`src/rtl/clock_time_ctrl_if.sv`:
```
// rtl/clock_time_ctrl_if.sv - button inputs and HH:MM display outputs of clock_time_ctrl
// The pm flag exists only when TWELVE_HOUR_EN is defined.
interface clock_time_ctrl_if;
  logic       btn_mode;
  logic       btn_inc;
  logic [3:0] h10;
  logic [3:0] h1;
  logic [3:0] m10;
  logic [3:0] m1;
  logic [3:0] blank;
  logic       sec_pulse;
  logic [1:0] mode;
`ifdef TWELVE_HOUR_EN
  logic       pm;
`endif

  modport master (
`ifdef TWELVE_HOUR_EN
    input  pm,
`endif
    output btn_mode, btn_inc,
    input  h10, h1, m10, m1, blank, sec_pulse, mode
  );

  modport slave (
`ifdef TWELVE_HOUR_EN
    output pm,
`endif
    input  btn_mode, btn_inc,
    output h10, h1, m10, m1, blank, sec_pulse, mode
  );
endinterface

```
`src/rtl/clock_time_ctrl.sv`:
```
// rtl/clock_time_ctrl.sv - 1 s prescaler, BCD HH:MM timekeeping and button-driven time-set FSM
// Define TWELVE_HOUR_EN for 12 h display (12,01..11) with an AM/PM flag on io.pm.
module clock_time_ctrl #(
  parameter int unsigned TICKS_PER_SEC = 10000000,
  parameter int unsigned BLINK_TICKS   = 2500000,
  parameter int unsigned CNT_W         = 24
) (
  input  logic             clk,
  input  logic             rst,
  clock_time_ctrl_if.slave io
);
  typedef enum logic [1:0] {RUN = 2'd0, SET_HOUR = 2'd1, SET_MIN = 2'd2} mode_e;

  localparam logic [CNT_W-1:0] PRESC_LAST = CNT_W'(TICKS_PER_SEC - 1);
  localparam logic [CNT_W-1:0] BLINK_LAST = CNT_W'(BLINK_TICKS - 1);
  localparam logic [CNT_W-1:0] CNT_ONE    = CNT_W'(1);

  mode_e            mode_q, mode_d;
  logic [CNT_W-1:0] presc_q, presc_d;
  logic [CNT_W-1:0] blink_cnt_q, blink_cnt_d;
  logic             blink_ph_q, blink_ph_d;
  logic [5:0]       sec_q, sec_d;
  logic [3:0]       h10_q, h10_d, h1_q, h1_d, m10_q, m10_d, m1_q, m1_d;
  logic [3:0]       blank_q, blank_d;
  logic             sec_pulse_q, sec_pulse_d;
  logic [1:0]       btn_s_q, btn_s_d, btn_p_q, btn_p_d, btn_arm_q, btn_arm_d;
  logic [1:0]       press;
  logic             mode_press, inc_press, tick;
  logic [3:0]       hinc_h10, hinc_h1, minc_m10, minc_m1;
  logic             min_carry;
`ifdef TWELVE_HOUR_EN
  logic             pm_q, pm_d, hinc_pm;
`endif

  // A press needs the button to have been seen low since reset, so a level held through reset is ignored.
  always_comb begin
    btn_s_d   = {io.btn_mode, io.btn_inc};
    btn_p_d   = btn_s_q;
    btn_arm_d = btn_arm_q | ~btn_s_d;
  end

  assign press      = btn_s_q & ~btn_p_q & btn_arm_q;
  assign mode_press = press[1];
  assign inc_press  = press[0];
  assign tick       = (mode_q == RUN) && (presc_q == PRESC_LAST);

  always_comb begin
    hinc_h10 = h10_q;
    hinc_h1  = h1_q + 4'd1;
`ifdef TWELVE_HOUR_EN
    hinc_pm  = pm_q;
    if (h10_q == 4'd1 && h1_q == 4'd2) begin
      hinc_h10 = 4'd0;
      hinc_h1  = 4'd1;
    end else if (h10_q == 4'd1 && h1_q == 4'd1) begin
      hinc_h1  = 4'd2;
      hinc_pm  = ~pm_q;
    end else if (h1_q == 4'd9) begin
      hinc_h10 = 4'd1;
      hinc_h1  = 4'd0;
    end
`else
    if (h10_q == 4'd2 && h1_q == 4'd3) begin
      hinc_h10 = 4'd0;
      hinc_h1  = 4'd0;
    end else if (h1_q == 4'd9) begin
      hinc_h10 = h10_q + 4'd1;
      hinc_h1  = 4'd0;
    end
`endif
    minc_m10  = m10_q;
    minc_m1   = m1_q + 4'd1;
    min_carry = 1'b0;
    if (m1_q == 4'd9) begin
      minc_m1 = 4'd0;
      if (m10_q == 4'd5) begin
        minc_m10  = 4'd0;
        min_carry = 1'b1;
      end else begin
        minc_m10 = m10_q + 4'd1;
      end
    end
  end

  always_comb begin
    mode_d      = mode_q;
    presc_d     = presc_q;
    blink_cnt_d = blink_cnt_q;
    blink_ph_d  = blink_ph_q;
    sec_d       = sec_q;
    h10_d       = h10_q;
    h1_d        = h1_q;
    m10_d       = m10_q;
    m1_d        = m1_q;
    sec_pulse_d = 1'b0;
`ifdef TWELVE_HOUR_EN
    pm_d        = pm_q;
`endif
    // Mode press outranks both a same-cycle tick and a same-cycle inc press.
    if (mode_press) begin
      presc_d     = '0;
      blink_cnt_d = '0;
      blink_ph_d  = 1'b0;
      case (mode_q)
        RUN: begin
          mode_d = SET_HOUR;
          sec_d  = 6'd0;
        end
        SET_HOUR: mode_d = SET_MIN;
        default: begin
          mode_d = RUN;
          sec_d  = 6'd0;
        end
      endcase
    end else if (mode_q == RUN) begin
      if (tick) begin
        presc_d     = '0;
        sec_pulse_d = 1'b1;
        if (sec_q == 6'd59) begin
          sec_d = 6'd0;
          m10_d = minc_m10;
          m1_d  = minc_m1;
          if (min_carry) begin
            h10_d = hinc_h10;
            h1_d  = hinc_h1;
`ifdef TWELVE_HOUR_EN
            pm_d  = hinc_pm;
`endif
          end
        end else begin
          sec_d = sec_q + 6'd1;
        end
      end else begin
        presc_d = presc_q + CNT_ONE;
      end
    end else if (inc_press) begin
      blink_cnt_d = '0;
      blink_ph_d  = 1'b0;
      if (mode_q == SET_HOUR) begin
        h10_d = hinc_h10;
        h1_d  = hinc_h1;
`ifdef TWELVE_HOUR_EN
        pm_d  = hinc_pm;
`endif
      end else begin
        m10_d = minc_m10;
        m1_d  = minc_m1;
      end
    end else if (blink_cnt_q == BLINK_LAST) begin
      blink_cnt_d = '0;
      blink_ph_d  = ~blink_ph_q;
    end else begin
      blink_cnt_d = blink_cnt_q + CNT_ONE;
    end

    case (mode_d)
      SET_HOUR: blank_d = {blink_ph_d, blink_ph_d, 2'b00};
      SET_MIN:  blank_d = {2'b00, blink_ph_d, blink_ph_d};
      default:  blank_d = 4'b0000;
    endcase
  end

  always_ff @(posedge clk) begin
    if (rst) begin
      mode_q      <= RUN;
      presc_q     <= '0;
      blink_cnt_q <= '0;
      blink_ph_q  <= 1'b0;
      sec_q       <= 6'd0;
`ifdef TWELVE_HOUR_EN
      h10_q       <= 4'd1;
      h1_q        <= 4'd2;
      pm_q        <= 1'b0;
`else
      h10_q       <= 4'd0;
      h1_q        <= 4'd0;
`endif
      m10_q       <= 4'd0;
      m1_q        <= 4'd0;
      blank_q     <= 4'b0000;
      sec_pulse_q <= 1'b0;
      btn_s_q     <= 2'b00;
      btn_p_q     <= 2'b00;
      btn_arm_q   <= 2'b00;
    end else begin
      mode_q      <= mode_d;
      presc_q     <= presc_d;
      blink_cnt_q <= blink_cnt_d;
      blink_ph_q  <= blink_ph_d;
      sec_q       <= sec_d;
      h10_q       <= h10_d;
      h1_q        <= h1_d;
`ifdef TWELVE_HOUR_EN
      pm_q        <= pm_d;
`endif
      m10_q       <= m10_d;
      m1_q        <= m1_d;
      blank_q     <= blank_d;
      sec_pulse_q <= sec_pulse_d;
      btn_s_q     <= btn_s_d;
      btn_p_q     <= btn_p_d;
      btn_arm_q   <= btn_arm_d;
    end
  end

  assign io.h10       = h10_q;
  assign io.h1        = h1_q;
  assign io.m10       = m10_q;
  assign io.m1        = m1_q;
  assign io.blank     = blank_q;
  assign io.sec_pulse = sec_pulse_q;
  assign io.mode      = mode_q;
`ifdef TWELVE_HOUR_EN
  assign io.pm        = pm_q;
`endif
endmodule

```
`src/flat_wrapper.sv`:
```
// flat-port wrapper written by rule: the top's interface ports become plain ports
module clock_time_ctrl_flat 
#(
  parameter int unsigned TICKS_PER_SEC = 10000000,
  parameter int unsigned BLINK_TICKS   = 2500000,
  parameter int unsigned CNT_W         = 24
)
  (clk, rst, io_btn_mode, io_btn_inc, io_h10, io_h1, io_m10, io_m1, io_blank, io_sec_pulse, io_mode);
  clock_time_ctrl_if io_i ();
  input  logic clk;
  input  logic rst;
  input wire logic [$bits(io_i.btn_mode)-1:0] io_btn_mode;
  input wire logic [$bits(io_i.btn_inc)-1:0] io_btn_inc;
  output wire logic [$bits(io_i.h10)-1:0] io_h10;
  output wire logic [$bits(io_i.h1)-1:0] io_h1;
  output wire logic [$bits(io_i.m10)-1:0] io_m10;
  output wire logic [$bits(io_i.m1)-1:0] io_m1;
  output wire logic [$bits(io_i.blank)-1:0] io_blank;
  output wire logic [$bits(io_i.sec_pulse)-1:0] io_sec_pulse;
  output wire logic [$bits(io_i.mode)-1:0] io_mode;
  assign io_i.btn_mode = io_btn_mode;
  assign io_i.btn_inc = io_btn_inc;
  assign io_h10 = io_i.h10;
  assign io_h1 = io_i.h1;
  assign io_m10 = io_i.m10;
  assign io_m1 = io_i.m1;
  assign io_blank = io_i.blank;
  assign io_sec_pulse = io_i.sec_pulse;
  assign io_mode = io_i.mode;
  clock_time_ctrl #(.TICKS_PER_SEC(TICKS_PER_SEC), .BLINK_TICKS(BLINK_TICKS), .CNT_W(CNT_W)) u_core (.clk(clk), .rst(rst), .io(io_i));
endmodule
```
`config.mk`:
```
export PLATFORM = sky130hd
export DESIGN_NAME = clock_time_ctrl_flat
export DESIGN_NICKNAME = d
export VERILOG_FILES = /design/src/rtl/clock_time_ctrl_if.sv /design/src/rtl/clock_time_ctrl.sv /design/src/flat_wrapper.sv
export SDC_FILE = /design/constraint.sdc
export NUM_CORES = 1
export LEC_CHECK = 0
export BUFFER_PORTS_ARGS = -buffer_cell sky130_fd_sc_hd__buf_2
export CAP_MARGIN = 10
export CORE_MARGIN = 8
export CORE_UTILIZATION = 55
export DETAILED_ROUTE_END_ITERATION = 10
export GPL_ROUTABILITY_DRIVEN = 0
export PLACE_DENSITY = 0.78
export SETUP_SLACK_MARGIN = 0.4
export SLEW_MARGIN = 20
export SYNTH_ARGS = -nofsm -noshare
export SYNTH_HDL_FRONTEND = slang
export SYNTH_SLANG_ARGS = --single-unit
```
`constraint.sdc`:
```
create_clock -name clk -period 3.1 [get_ports clk]
set_clock_uncertainty 0.05 [all_clocks]
set_input_delay 0.465 -clock clk [delete_from_list [all_inputs] [get_ports clk]]
set_output_delay 0.465 -clock clk [all_outputs]
set_load 0.03 [all_outputs]
```
# Yosys cells after proc, flatten, opt, wreduce, memory -nomap -nowiden
# Index checks and enable logic that the tools add are counted.
# W data, S select, Z words.
op_classes:
  n_addsub: 7
  eq_ne: 16
  mux: 47
  bitwise: 8
  n_reduce_logical: 12
op_table:
  columns: ["operator", "count"]
  rows:
  - ["$mux W4", 29]
  - ["$mux W24", 3]
  - ["$add A24 B1 Y24 const B", 2]
  - ["$mux W6", 5]
  - ["$eq A24 B22 Y1 const B", 1]
  - ["$eq A24 B24 Y1 const B", 1]
  - ["$add A4 B1 Y4 const B", 4]
  - ["$eq A4 B2 Y1 const B", 2]
  - ["$eq A4 B4 Y1 const B", 2]
  - ["$pmux W4 S2", 1]
  - ["$reduce_bool A2 Y1", 4]
  - ["$mux W1", 7]
  - ["$add A6 B1 Y6 const B", 1]
  - ["$eq A6 B6 Y1 const B", 1]
  - ["$ne A2 B1 Y1 const B", 3]
  - ["$reduce_and A6 Y1", 1]
  - ["$reduce_and A5 Y1", 1]
  - ["$and A2 B2 Y2", 2]
  - ["$eq A2 B1 Y1 const B", 2]
  - ["$eq A4 B3 Y1 const B", 1]
  - ["$ne A2 B2 Y1 const B", 2]
  - ["$not A2 Y2", 2]
  - ["$pmux W2 S2", 1]
  - ["$not A1 Y1", 3]
  - ["8 further kinds", 9]
word_totals:
  reg_bits: 84
  input_bits: 4
  wordCells: 104

# Depth between registers and ports, before layout
# Gate-level depths: netlist (run 1).
depth:
  depth_word: 7
  depth_mapped: 8

# Worst setup path before layout (run 1)
# Ideal clock, no wire load.
synth_timing:
  path_kind: "reg-to-reg"
  startpoint: "register u_core.m1_q[3], in the netlist u_core.io.m1[3]"
  endpoint: "register u_core.h10_q[3], in the netlist u_core.io.h10[3]"
  setup_ns: 0.123
  arrival_time_ns: 2.131
  setup_slack_ns: 0.796
  path_stages_with_launch: 6
  n_path_buf: 0
  period_less_slack_ns: 2.304
  path_cell_list: "dfxtp_1 nor4bb_1 nand3_1 a221o_1 nor4_1 mux2_1"
synth_between:
  elab_chain_len: 4
synth_rtl:
  columns: ["item", "line", "source"]
  rows:
  - ["from (decl)", "clock_time_ctrl.sv:23", "logic [3:0] h10_q, h10_d, h1_q, h1_d, m10_q, m10_d, m1_q, m1_d;"]
  - ["from (signal assigned)", "clock_time_ctrl.sv:197", "m1_q <= m1_d;"]
  - ["$eq A4 B4 Y1", "clock_time_ctrl.sv:74", "if (m1_q == 4'd9) begin"]
  - ["$mux W1", "clock_time_ctrl.sv:74", null]
  - ["$ne A2 B1 Y1 (no line)", null, null]
  - ["$reduce_and A6 Y1 (no line)", null, null]
  - ["to (signal assigned)", "clock_time_ctrl.sv:175", "h10_q <= 4'd0;"]
  - ["to (signal assigned)", "clock_time_ctrl.sv:191", "h10_q <= h10_d;"]
  - ["to (decl)", "clock_time_ctrl.sv:23", null]
# Every way passes these cells.
# A chain may end at the register's enable or synchronous reset.

# Worst setup path after layout (run 1)
layout_timing:
  startpoint: "register u_core.blink_cnt_q[9]"
  endpoint: "register u_core.blink_cnt_q[15]"
layout_between:
  elab_chain_len: 3
layout_rtl:
  columns: ["item", "line", "source"]
  rows:
  - ["from (decl)", "clock_time_ctrl.sv:20", "logic [CNT_W-1:0] blink_cnt_q, blink_cnt_d;"]
  - ["from (signal assigned)", "clock_time_ctrl.sv:188", "blink_cnt_q <= blink_cnt_d;"]
  - ["$add A24 B1 Y24 / $eq A24 B22 Y1 (equally long branches)", "clock_time_ctrl.sv:153, clock_time_ctrl.sv:149", null]
  - ["$mux W24 (*)", "clock_time_ctrl.sv:149", "end else if (blink_cnt_q == BLINK_LAST) begin"]
  - ["$mux W24 (*)", "clock_time_ctrl.sv:136", "end else if (inc_press) begin"]
# Mark *: on every way between the ends. The rest lies on a longest branch, timed or not.

==> flow_metrics.env, run 1 <==
export IMPL_status="completed"
export IMPL_multi_input_area_sq_um=2440
export IMPL_antenna_left=0
export IMPL_regArea_sq_um=1640
export IMPL_leakage_nw=1.56
export IMPL_peakVddDrop_mv=0.273
export IMPL_syn_avg_cell_area_sq_um=8.44
export IMPL_drive_above_1_share_pct=13.9
export IMPL_die_h_um=104
export IMPL_path_cells="or4b_1 > nor4b_2 > a211o_1 > o21ai_1 > a32o_1"
export IMPL_clk_pin_slew_worst_paths_ps=90
export IMPL_routedWlPerCell_um=15.5
export IMPL_tightest_slew_ps=780
export IMPL_combPwrFrac_pct=4.7
export IMPL_startpoint_type="flip-flop"
export IMPL_synth_compound_area_share_pct=18.0
export IMPL_clkSinkCount=82
export IMPL_worstPathMaxFanout=13
export IMPL_rsz0062_at_grt="no"
export IMPL_finalSetupTns_ps=0
export IMPL_sw_frac_of_total_pct=23.4
export IMPL_diodes=0
export IMPL_dp_slack_ps=564
export IMPL_htree_levels=3
export IMPL_synthXorXnorAreaFrac_pct=4.73
export IMPL_grt_max_degree=32
export IMPL_setup_viol=0
export IMPL_synthSimpleGateAreaFrac_pct=29.9
export IMPL_path_class="reg2reg"
export IMPL_cts_max_path_buffers=2
export IMPL_cts_hold_buffers=0
export IMPL_fin_nets=534
export IMPL_finalHoldViolCount=0
export IMPL_endpoint_kind="flip-flop"
export IMPL_first_global_vias=3566
export IMPL_ys_ff_latch=82
export IMPL_ys_async_sr_fraction_pct=0
export IMPL_p_seq_share_pct=53.1
export IMPL_hold_path_class="in2reg"
export IMPL_dpl_cell_area_sq_um=4450
export IMPL_syn_nets=518
export IMPL_cp_required_ps=3300
export IMPL_ys_flop_type="dfxtp_1"
export IMPL_synth_top_family_by_area="simple AND/OR/NAND/NOR gates"
export IMPL_core_area_sq_um=7610
export IMPL_start_util_pct=56.0
export IMPL_max_freq_mhz=399
export IMPL_design_area_sq_um=4680
export IMPL_intPower_mw=1.55
export IMPL_track_usage_pct=17.8
export IMPL_cp_arrival_ps=2710
export IMPL_synth_adder_area_share_pct=2.64
export IMPL_p_per_area_nw_per_um2=431
export IMPL_max_stage_delay_ps=560
export IMPL_wl_um=9750
export IMPL_clkPwrFrac_pct=42.2
export IMPL_dp_hpwl_um=6740
export IMPL_num_rows=32
export IMPL_power_mw=2.02
export IMPL_drv_slew=0
export IMPL_cap_violations=0
export IMPL_pin_count=27
export IMPL_fin_crit_sh_pct=80.8
export IMPL_drtPass1Iterations=7
export IMPL_p_switching_mw=0.471
export IMPL_io_buffers=26
export IMPL_grt_util_met2_pct=27.8
export IMPL_grt_util_met1_pct=22.7
export IMPL_fp_dieW_um=104
export IMPL_synth_edff_count=0
export IMPL_yosysSeqAreaShare_pct=38.5
export IMPL_first_iter_violations=233
export IMPL_dieArea_sq_um=10800
export IMPL_yosysUniqueCellTypes=62
export IMPL_min_period_ps=2500
export IMPL_insertion_delay_ps=360
export IMPL_cts_root_buf="clkbuf_8"
export IMPL_synthMuxAreaShare_pct=1.79
export IMPL_cts_made_buffers=9
export IMPL_cts_tree="yes"
export IMPL_busiest_layer="met2"
export IMPL_grt_pass1_wl_um=16500
export IMPL_synth_cells=505
export IMPL_drc_errors=0
export IMPL_vias=3860
export IMPL_synth_warning_count=0
export IMPL_finalWorstSetupSlack_ps=596
export IMPL_met3_usage_pct=3.41
export IMPL_grt_ovfl_total=0
export IMPL_syn_area_sq_um=4260
export IMPL_relSlewSlack_pct=47.8
export IMPL_final_common_cell="dfxtp_1"
export IMPL_area_growth_pct=9.72
export IMPL_fillCellCount=679
export IMPL_antenna_found_initial=0
export IMPL_cp_slowest_cell="or4b_1"
export IMPL_viasPerCell=6.15
export IMPL_mostFrequentLayoutCells="dfxtp_1 (82), nor2_1 (59), nand2_1 (33), a21oi_1 (30), nand3_1 (27)"
-- cell usage after synthesis, drive strengths merged, types with 3 or more instances --
master	instances	share of area (%)
a31oi	8	1.2
nand3	27	3.2
mux2	5	1.3
and4	6	1.3
and3b	3	0.62
nor4b	5	1.2
inv	19	1.7
or3	4	0.59
a41oi	8	1.6
a311oi	15	3.1
nor2b	8	1.2
nand4	15	2.2
o21ai	15	1.8
nor3	19	2.3
xnor2	16	3.3
and3	8	1.2
nor2	59	5.2
nand2	33	2.9
dfxtp	82	39
or2	4	0.59
a31o	7	1.4
buf	7	1.0
a21oi	33	4.1
o31ai	5	1.0
and2	3	0.44
or4	11	2.2
clkbuf	20	1.8
nor4	10	2.2
nand2b	3	0.44
xor2	7	1.4
o211ai	4	0.70
ha	9	2.6
a211oi	4	0.70
-- power by group through the flow --
stage | sequential (mW) | clock (mW) | combinational (mW)
6_report | 1.07 | 0.851 | 0.0949
5_1_grt | 1.07 | 0.904 | 0.105
4_1_cts | 1.07 | 0.859 | 0.0932
3_5_place_dp | 1.10 | 0 | 0.0929
3_3_place_gp | 1.10 | 0 | 0.0892
2_1_floorplan | 1.10 | 0 | 0.0684
-- logic make-up after synthesis --
| kind of cell | after synthesis |
|---|---|
| fa+ha+maj | 9 |
| flops | 82 |
| simple gates | 228 |
| xor+xnor | 23 |
| buf+inv | 46 |
| mux | 7 |
| compound gates | 110 |
-- final cells by class --
| class | count | area share, % |
|---|---|---|
| well taps | 102 | 2.73 |
| flip-flops and latches | 82 | 35.1 |
| repair buffers | 32 | 3.75 |
| clock inverters | 7 | 1.98 |
| multi-input cells | 377 | 52.3 |
| inverters | 19 | 1.52 |
| clock buffers | 9 | 2.65 |
-- critical path: cells and delay by family (launching register included) --
family,cells,cell delay [ps]
AO/OA/AOI/OAI,3,930
flip-flops,1,390
AND/OR/NAND/NOR,2,1030
-- final timing paths --
check / startpoint / to / slack (ps) / cells past startpoint
max: u_core.blink_cnt_q[9] / u_core.blink_cnt_q[15] / 600 / 5
min reg2reg: u_core.btn_arm_q[0] / u_core.btn_arm_q[0] / 390 / 2
min: io_btn_inc / u_core.btn_arm_q[0] / 240 / 2
max reg2reg: u_core.blink_cnt_q[9] / u_core.blink_cnt_q[15] / 600 / 5
-- routing by layer --
layer | share of wire [%] | vias to the layer above
li1 | - | 1904
met1 | 47 | 1817
met5 | 0 | -
met2 | 46 | 117
met3 | 5.6 | 22
met4 | 2.0 | 0
-- flip-flops by register name, indices dropped and copies added (netlist names) --
name	cells
u_core.blink_cnt_q	24
u_core.blink_ph_q	1
u_core.btn_arm_q	2
u_core.btn_p_d	2
u_core.btn_p_q	2
u_core.io.blank	2
u_core.io.h1	4
u_core.io.h10	4
u_core.io.m1	4
u_core.io.m10	4
u_core.io.mode	2
u_core.io.sec_pulse	1
u_core.presc_q	24
u_core.sec_q	6
-- through the flow --
stage | std cells | hold WS (ps) | utilization, %
floorplan | 505 | 371 | -
global placement | 612 | 381 | 58.5
detailed placement | 612 | 385 | 58.5
CTS | 628 | 232 | 61.4
global route | 628 | 245 | 61.5
finish | 628 | 238 | 61.5
-- timing repair --
action | 4_1_cts | 5_1_grt
resized for setup | 0 | 2
buffers inserted | 0 | 0
endpoints found under the setup margin | 0 | 10
No activity file was read; power rests on OpenSTA's default activity.
==> run 2, diff against run 1 <==
==> constraint.sdc (replaced) <==
create_clock -name clk -period 2.54 [get_ports clk]
set_clock_uncertainty 0.05 [all_clocks]
set_input_delay 0.381 -clock clk [delete_from_list [all_inputs] [get_ports clk]]
set_output_delay 0.381 -clock clk [all_outputs]
set_load 0.03 [all_outputs]
==> run 2 against run 1 <==
  * Final area is 11% higher
  * Sequential share of layout area is 2.7 points lower
  * Via count is 8.2% higher
  * Die area stayed put
  * Utilization is 6.7 points higher
  * Routed wire length is 12% higher
  * Combinational power is 41% higher
  * Flip-flop and latch count stayed put
  * Critical endpoint is now u_core.io.h10[3]
  * Largest power group unchanged
==> flow_metrics.env, run 2 (same netlist as run 1, synthesis figures left out) <==
export IMPL_rsz0062_at_grt="yes"
export IMPL_finalWorstSetupSlack_ps=346
export IMPL_antenna_found_initial=0
export IMPL_hold_path_class="in2reg"
export IMPL_first_global_vias=3876
export IMPL_rr_endpoint="u_core.io.h10[3]"
export IMPL_cts_max_path_buffers=2
export IMPL_cts_root_buf="clkbuf_8"
export IMPL_cts_tree="yes"
export IMPL_drive_above_1_share_pct=26.9
export IMPL_track_usage_pct=19.1
export IMPL_final_common_cell="dfxtp_1"
export IMPL_dpl_cell_area_sq_um=4580
export IMPL_finalHoldViolCount=0
export IMPL_cp_required_ps=2740
export IMPL_grt_pass1_wl_um=17800
export IMPL_clk_pin_slew_worst_paths_ps=90
export IMPL_crit_start="u_core.sec_q[0]"
export IMPL_design_area_sq_um=5180
export IMPL_dp_hpwl_um=7090
export IMPL_drc_errors=0
export IMPL_final_cell_count_no_fill=667
export IMPL_crit_end="u_core.io.h10[3]"
export IMPL_path_class="reg2reg"
export IMPL_area_growth_pct=21.6
export IMPL_vias=4176
export IMPL_pin_count=27
export IMPL_status="completed"
export IMPL_fp_dieW_um=104
export IMPL_rr_startpoint="u_core.sec_q[0]"
export IMPL_routedWlPerCell_um=16.4
export IMPL_cts_made_buffers=9
export IMPL_cp_arrival_ps=2390
export IMPL_insertion_delay_ps=350
export IMPL_grt_max_degree=34
export IMPL_peakVddDrop_mv=0.251
export IMPL_diodes=0
export IMPL_dieArea_sq_um=10800
export IMPL_finalSetupTns_ps=0
export IMPL_antenna_left=0
export IMPL_fin_crit_sh_pct=86.4
export IMPL_clkSinkCount=82
export IMPL_num_rows=32
export IMPL_die_h_um=104
export IMPL_worstPathMaxFanout=4
export IMPL_start_util_pct=56.0
export IMPL_relSlewSlack_pct=62.8
export IMPL_tightest_slew_ps=558
export IMPL_worst_r2r_setup_slack_ps=350
export IMPL_drv_slew=0
export IMPL_drtPass1Iterations=5
export IMPL_endpoint_kind="flip-flop"
export IMPL_power_mw=2.33
export IMPL_min_period_ps=2190
export IMPL_wl_um=10900
export IMPL_placed_cells=624
export IMPL_setup_viol=0
export IMPL_rr_worst_depth=7
export IMPL_first_iter_violations=347
export IMPL_grt_ovfl_total=0
export IMPL_largestRegisters="u_core.blink_cnt_q x24, u_core.presc_q x24, u_core.sec_q x6"
export IMPL_mostFrequentLayoutCells="dfxtp_1 (64), nor2_1 (58), buf_4 (41), nand2_1 (33), a21oi_1 (28)"
export IMPL_viasPerCell=6.26
export IMPL_startpoint_type="flip-flop"
export IMPL_core_area_sq_um=7610
export IMPL_leakage_nw=1.80
export IMPL_cap_violations=0
export IMPL_io_buffers=26
export IMPL_max_freq_mhz=456
export IMPL_fillCellCount=560
export IMPL_p_per_area_nw_per_um2=449
export IMPL_fin_nets=573
export IMPL_dp_slack_ps=184
export IMPL_htree_levels=3
run 2: cell types whose count changed in the layout (fill, tap and decap cells not counted), moves of 3 or more:
cell / delta
buf_4: +35
dfxtp_1: -18
dfxtp_2: +11
dfxtp_4: +7
ha_1: -3
ha_4: +3
nor3_1: -3
run 2: power by group:
part	leakage [nW]	switching [mW]	internal, mW
Clock	0.0937	0.497	0.392
Combinational	1.03	0.0852	0.0483
Sequential	0.673	0.0141	1.29
run 2: how the worst min path moves through the flow:
stage | from | slack (ps) | cells past startpoint | to
2_1_floorplan | u_core.btn_arm_q[0] | 370 | 2 | u_core.btn_arm_q[0]
6_report | io_btn_inc | 160 | 2 | u_core.btn_arm_q[0]
3_5_place_dp | u_core.btn_arm_q[0] | 400 | 2 | u_core.btn_arm_q[0]
4_1_cts | io_btn_inc | 150 | 2 | u_core.btn_arm_q[0]
5_1_grt | io_btn_inc | 140 | 2 | u_core.btn_arm_q[0]
3_3_place_gp | u_core.btn_arm_q[0] | 380 | 2 | u_core.btn_arm_q[0]
run 2: final cells by class:
class / instances / area, sq um / area share (%)
Multi-Input combinational cell: 378 / 2640 / 50.9
Sequential cell: 82 / 1680 / 32.4
Timing Repair Buffer: 70 / 480 / 9.27
Clock buffer: 10 / 138 / 2.66
Tap cell: 102 / 128 / 2.46
Inverter: 19 / 71.3 / 1.38
Clock inverter: 6 / 47.5 / 0.917
run 2: worst max-delay path, stage by stage (launching register included):
cell	delay [ps]
dfxtp_2	380
ha_4	140
nand4b_1	120
or2_4	270
a221o_1	360
buf_6	150
nor4_4	270
mux2_1	340
run 2: metal layers:
metal  up-vias  track usage [%]  routed length (um)
li1       1994                -                   -
met1      1972             23.0                4600
met2       182             31.2                5270
met3        28             5.20                 789
met4         0             8.27                 245
met5         -                0                   0
run 2: repair_timing:
item | in CTS | in global routing
cloned | 0 | 1
buffers inserted | 10 | 16
setup endpoints to repair | 56 | 50
hold buffers | 0 | 0
gates resized for setup | 19 | 36
pin swaps | 14 | 17
run 2: stage by stage:
| stage | utilization [%] | hold WS [ps] |
|---|---|---|
| 6_report | 68.1 | 160 |
| 5_1_grt | 68.1 | 142 |
| 4_1_cts | 64.5 | 147 |
| 3_5_place_dp | 60.2 | 403 |
| 3_3_place_gp | 60.2 | 379 |
| 2_1_floorplan | - | 371 |
==> run 3, diff against run 2 <==
==> constraint.sdc (replaced) <==
create_clock -name clk -period 2.05 [get_ports clk]
set_clock_uncertainty 0.05 [all_clocks]
set_input_delay 0.3075 -clock clk [delete_from_list [all_inputs] [get_ports clk]]
set_output_delay 0.3075 -clock clk [all_outputs]
set_load 0.03 [all_outputs]
==> run 3 against run 2 <==
  * The run now ends with negative setup slack left
  * Cell count up 11%
  * Routed wire length up 46%
  * Sequential power up 24%
  * Die area unchanged
  * Hold slack worse by 94 ps
  * Largest power group unchanged
  * Critical endpoint is now u_core.sec_q[3]
  * Via count up 18%
  * Utilization up 14 points
  * Combinational power up 130%
  * Fmax down 7.4%
==> flow_metrics.env, run 3 (same netlist as run 1, synthesis figures left out) <==
export IMPL_status="complete, but fails checks"
export IMPL_violations="negative setup slack"
export IMPL_drv_slew=0
export IMPL_p_per_area_nw_per_um2=512
export IMPL_path_buf_inv=3
export IMPL_fillCellCount=386
export IMPL_rr_startpoint="u_core.presc_q[8]"
export IMPL_insertion_delay_ps=380
export IMPL_routedWlPerCell_um=21.6
export IMPL_cap_violations=0
export IMPL_combPwrFrac_pct=9.7
export IMPL_path_cells="or4_4 > buf_6 > nor4_4 > buf_4 > buf_6 > a21oi_2 > o31ai_1 > a21oi_2"
export IMPL_finalWorstSetupSlack_ps=-319
export IMPL_worstPathMaxFanout=6
export IMPL_min_period_ps=2370
export IMPL_area_growth_pct=47.4
export IMPL_drive_above_1_share_pct=42.6
export IMPL_pin_count=27
export IMPL_drtPass1Iterations=5
export IMPL_drc_errors=0
export IMPL_dp_hpwl_um=7750
export IMPL_startpoint_type="flip-flop"
export IMPL_sw_frac_of_total_pct=27.8
export IMPL_leakage_nw=2.32
export IMPL_fin_crit_sh_pct=116
export IMPL_tightest_slew_ps=890
export IMPL_track_usage_pct=24.8
export IMPL_antenna_found_initial=1
export IMPL_dpl_cell_area_sq_um=5260
export IMPL_cp_slowest_cell="or4_4"
export IMPL_core_area_sq_um=7610
export IMPL_grt_ovfl_total=0
export IMPL_setup_viol=72
export IMPL_clk_pin_slew_worst_paths_ps=110
export IMPL_grt_pass1_wl_um=22400
export IMPL_largestRegisters="u_core.blink_cnt_q x24, u_core.presc_q x24, u_core.sec_q x6"
export IMPL_hold_ws_ps=66.2
export IMPL_relSlewSlack_pct=40.4
export IMPL_start_util_pct=56.0
export IMPL_rr_endpoint="u_core.sec_q[3]"
export IMPL_rr_worst_depth=8
export IMPL_p_switching_mw=0.893
export IMPL_peakVddDrop_mv=0.366
export IMPL_first_global_vias=4550
export IMPL_finalSetupTns_ps=-12650
export IMPL_power_mw=3.21
export IMPL_grt_max_degree=30
export IMPL_max_freq_mhz=422
export IMPL_clkSinkCount=82
export IMPL_cts_made_buffers=9
export IMPL_crit_end="u_core.sec_q[3]"
export IMPL_io_buffers=26
export IMPL_clkPwrFrac_pct=40.0
export IMPL_fin_nets=646
export IMPL_max_stage_delay_ps=560
export IMPL_hold_path_class="in2reg"
export IMPL_rsz0062_at_grt="yes"
export IMPL_wl_um=16000
export IMPL_first_iter_violations=423
export IMPL_crit_start="u_core.presc_q[8]"
export IMPL_final_common_cell="buf_4"
export IMPL_cp_required_ps=2250
export IMPL_finalHoldViolCount=0
export IMPL_intPower_mw=2.32
export IMPL_htree_levels=3
export IMPL_cp_arrival_ps=2570
export IMPL_cts_tree="yes"
export IMPL_cts_max_path_buffers=2
export IMPL_viasPerCell=6.67
export IMPL_dieArea_sq_um=10800
export IMPL_diodes=0
export IMPL_cp_depth=8
export IMPL_design_area_sq_um=6280
export IMPL_num_rows=32
export IMPL_cts_root_buf="clkbuf_8"
export IMPL_path_class="reg2reg"
export IMPL_mostFrequentLayoutCells="buf_4 (90), dfxtp_1 (68), nor2_1 (50), nand2_1 (26), buf_2 (26)"
export IMPL_fp_dieW_um=104
export IMPL_antenna_left=0
export IMPL_endpoint_kind="flip-flop"
export IMPL_vias=4935
export IMPL_worst_r2r_setup_slack_ps=-320
export IMPL_p_seq_share_pct=50.3
export IMPL_die_h_um=104
export IMPL_cp_top_family="simple AND/OR/NAND/NOR gates"
==> run 3: cell count changes in the layout (fill, tap and decap cells not counted), sizes merged <==
cell,previous run,this run
buf,70,142
inv,22,21
clkinv,2,3
bufinv,0,1
==> run 3: power by group through the flow <==
| stage | logic [mW] | registers (mW) | clock network, mW |
|---|---|---|---|
| 2_1_floorplan | 0.123 | 1.66 | 0 |
| 3_3_place_gp | 0.185 | 1.65 | 0 |
| 3_5_place_dp | 0.192 | 1.65 | 0 |
| 4_1_cts | 0.270 | 1.62 | 1.25 |
| 5_1_grt | 0.325 | 1.62 | 1.34 |
| 6_report | 0.311 | 1.62 | 1.29 |
==> run 3: timing repair <==
action | CTS | global route
setup endpoints to repair | 74 | 75
hold buffers | 0 | 0
cloned | 7 | 1
resized for setup | 63 | 28
buffers inserted | 19 | 6
pin swaps | 46 | 14
==> run 3: stage by stage <==
| step | setup WS, ps | instances | util, % |
|---|---|---|---|
| final | -319 | 740 | 82.6 |
| after CTS | -185 | 733 | 80.0 |
| after global routing | -349 | 740 | 82.6 |
| after detailed placement | -196 | 691 | 69.2 |
| after floorplan | -143 | 505 | - |
| after global placement | -157 | 691 | 69.2 |
==> run 3: how the worst min path moves through the flow <==
stage / start / end / slack, ps / cells after the start
after global placement: u_core.btn_arm_q[0] / u_core.btn_arm_q[0] / 380 / 2
after detailed placement: u_core.btn_arm_q[0] / u_core.btn_arm_q[0] / 400 / 2
final: io_btn_mode / u_core.btn_arm_q[1] / 70 / 2
after floorplan: io_btn_inc / u_core.btn_arm_q[0] / 350 / 1
after CTS: io_btn_mode / u_core.btn_arm_q[1] / 50 / 2
after global routing: io_btn_mode / u_core.btn_arm_q[1] / 60 / 2
==> run 3: layout make-up <==
type / instances / area, sq um / area share (%)
clock buffer: 9 / 124 / 1.97
multi-input combinational: 378 / 2950 / 46.9
sequential: 82 / 1660 / 26.4
inverter: 19 / 71.3 / 1.14
timing repair buffer: 143 / 1270 / 20.3
clock inverter: 7 / 77.6 / 1.23
tap: 102 / 128 / 2.03
==> run 3: per-layer routing <==
metal  up-vias  wire (um)  GRT usage, %  part of all wire (%)
met5         -         13             0                 0.081
met4         2        887          14.9                   5.5
met3        94       1330          5.20                   8.3
met2       297       7750          42.3                    48
met1      2407       6000          27.9                    38
li1       2135          -             -                     -
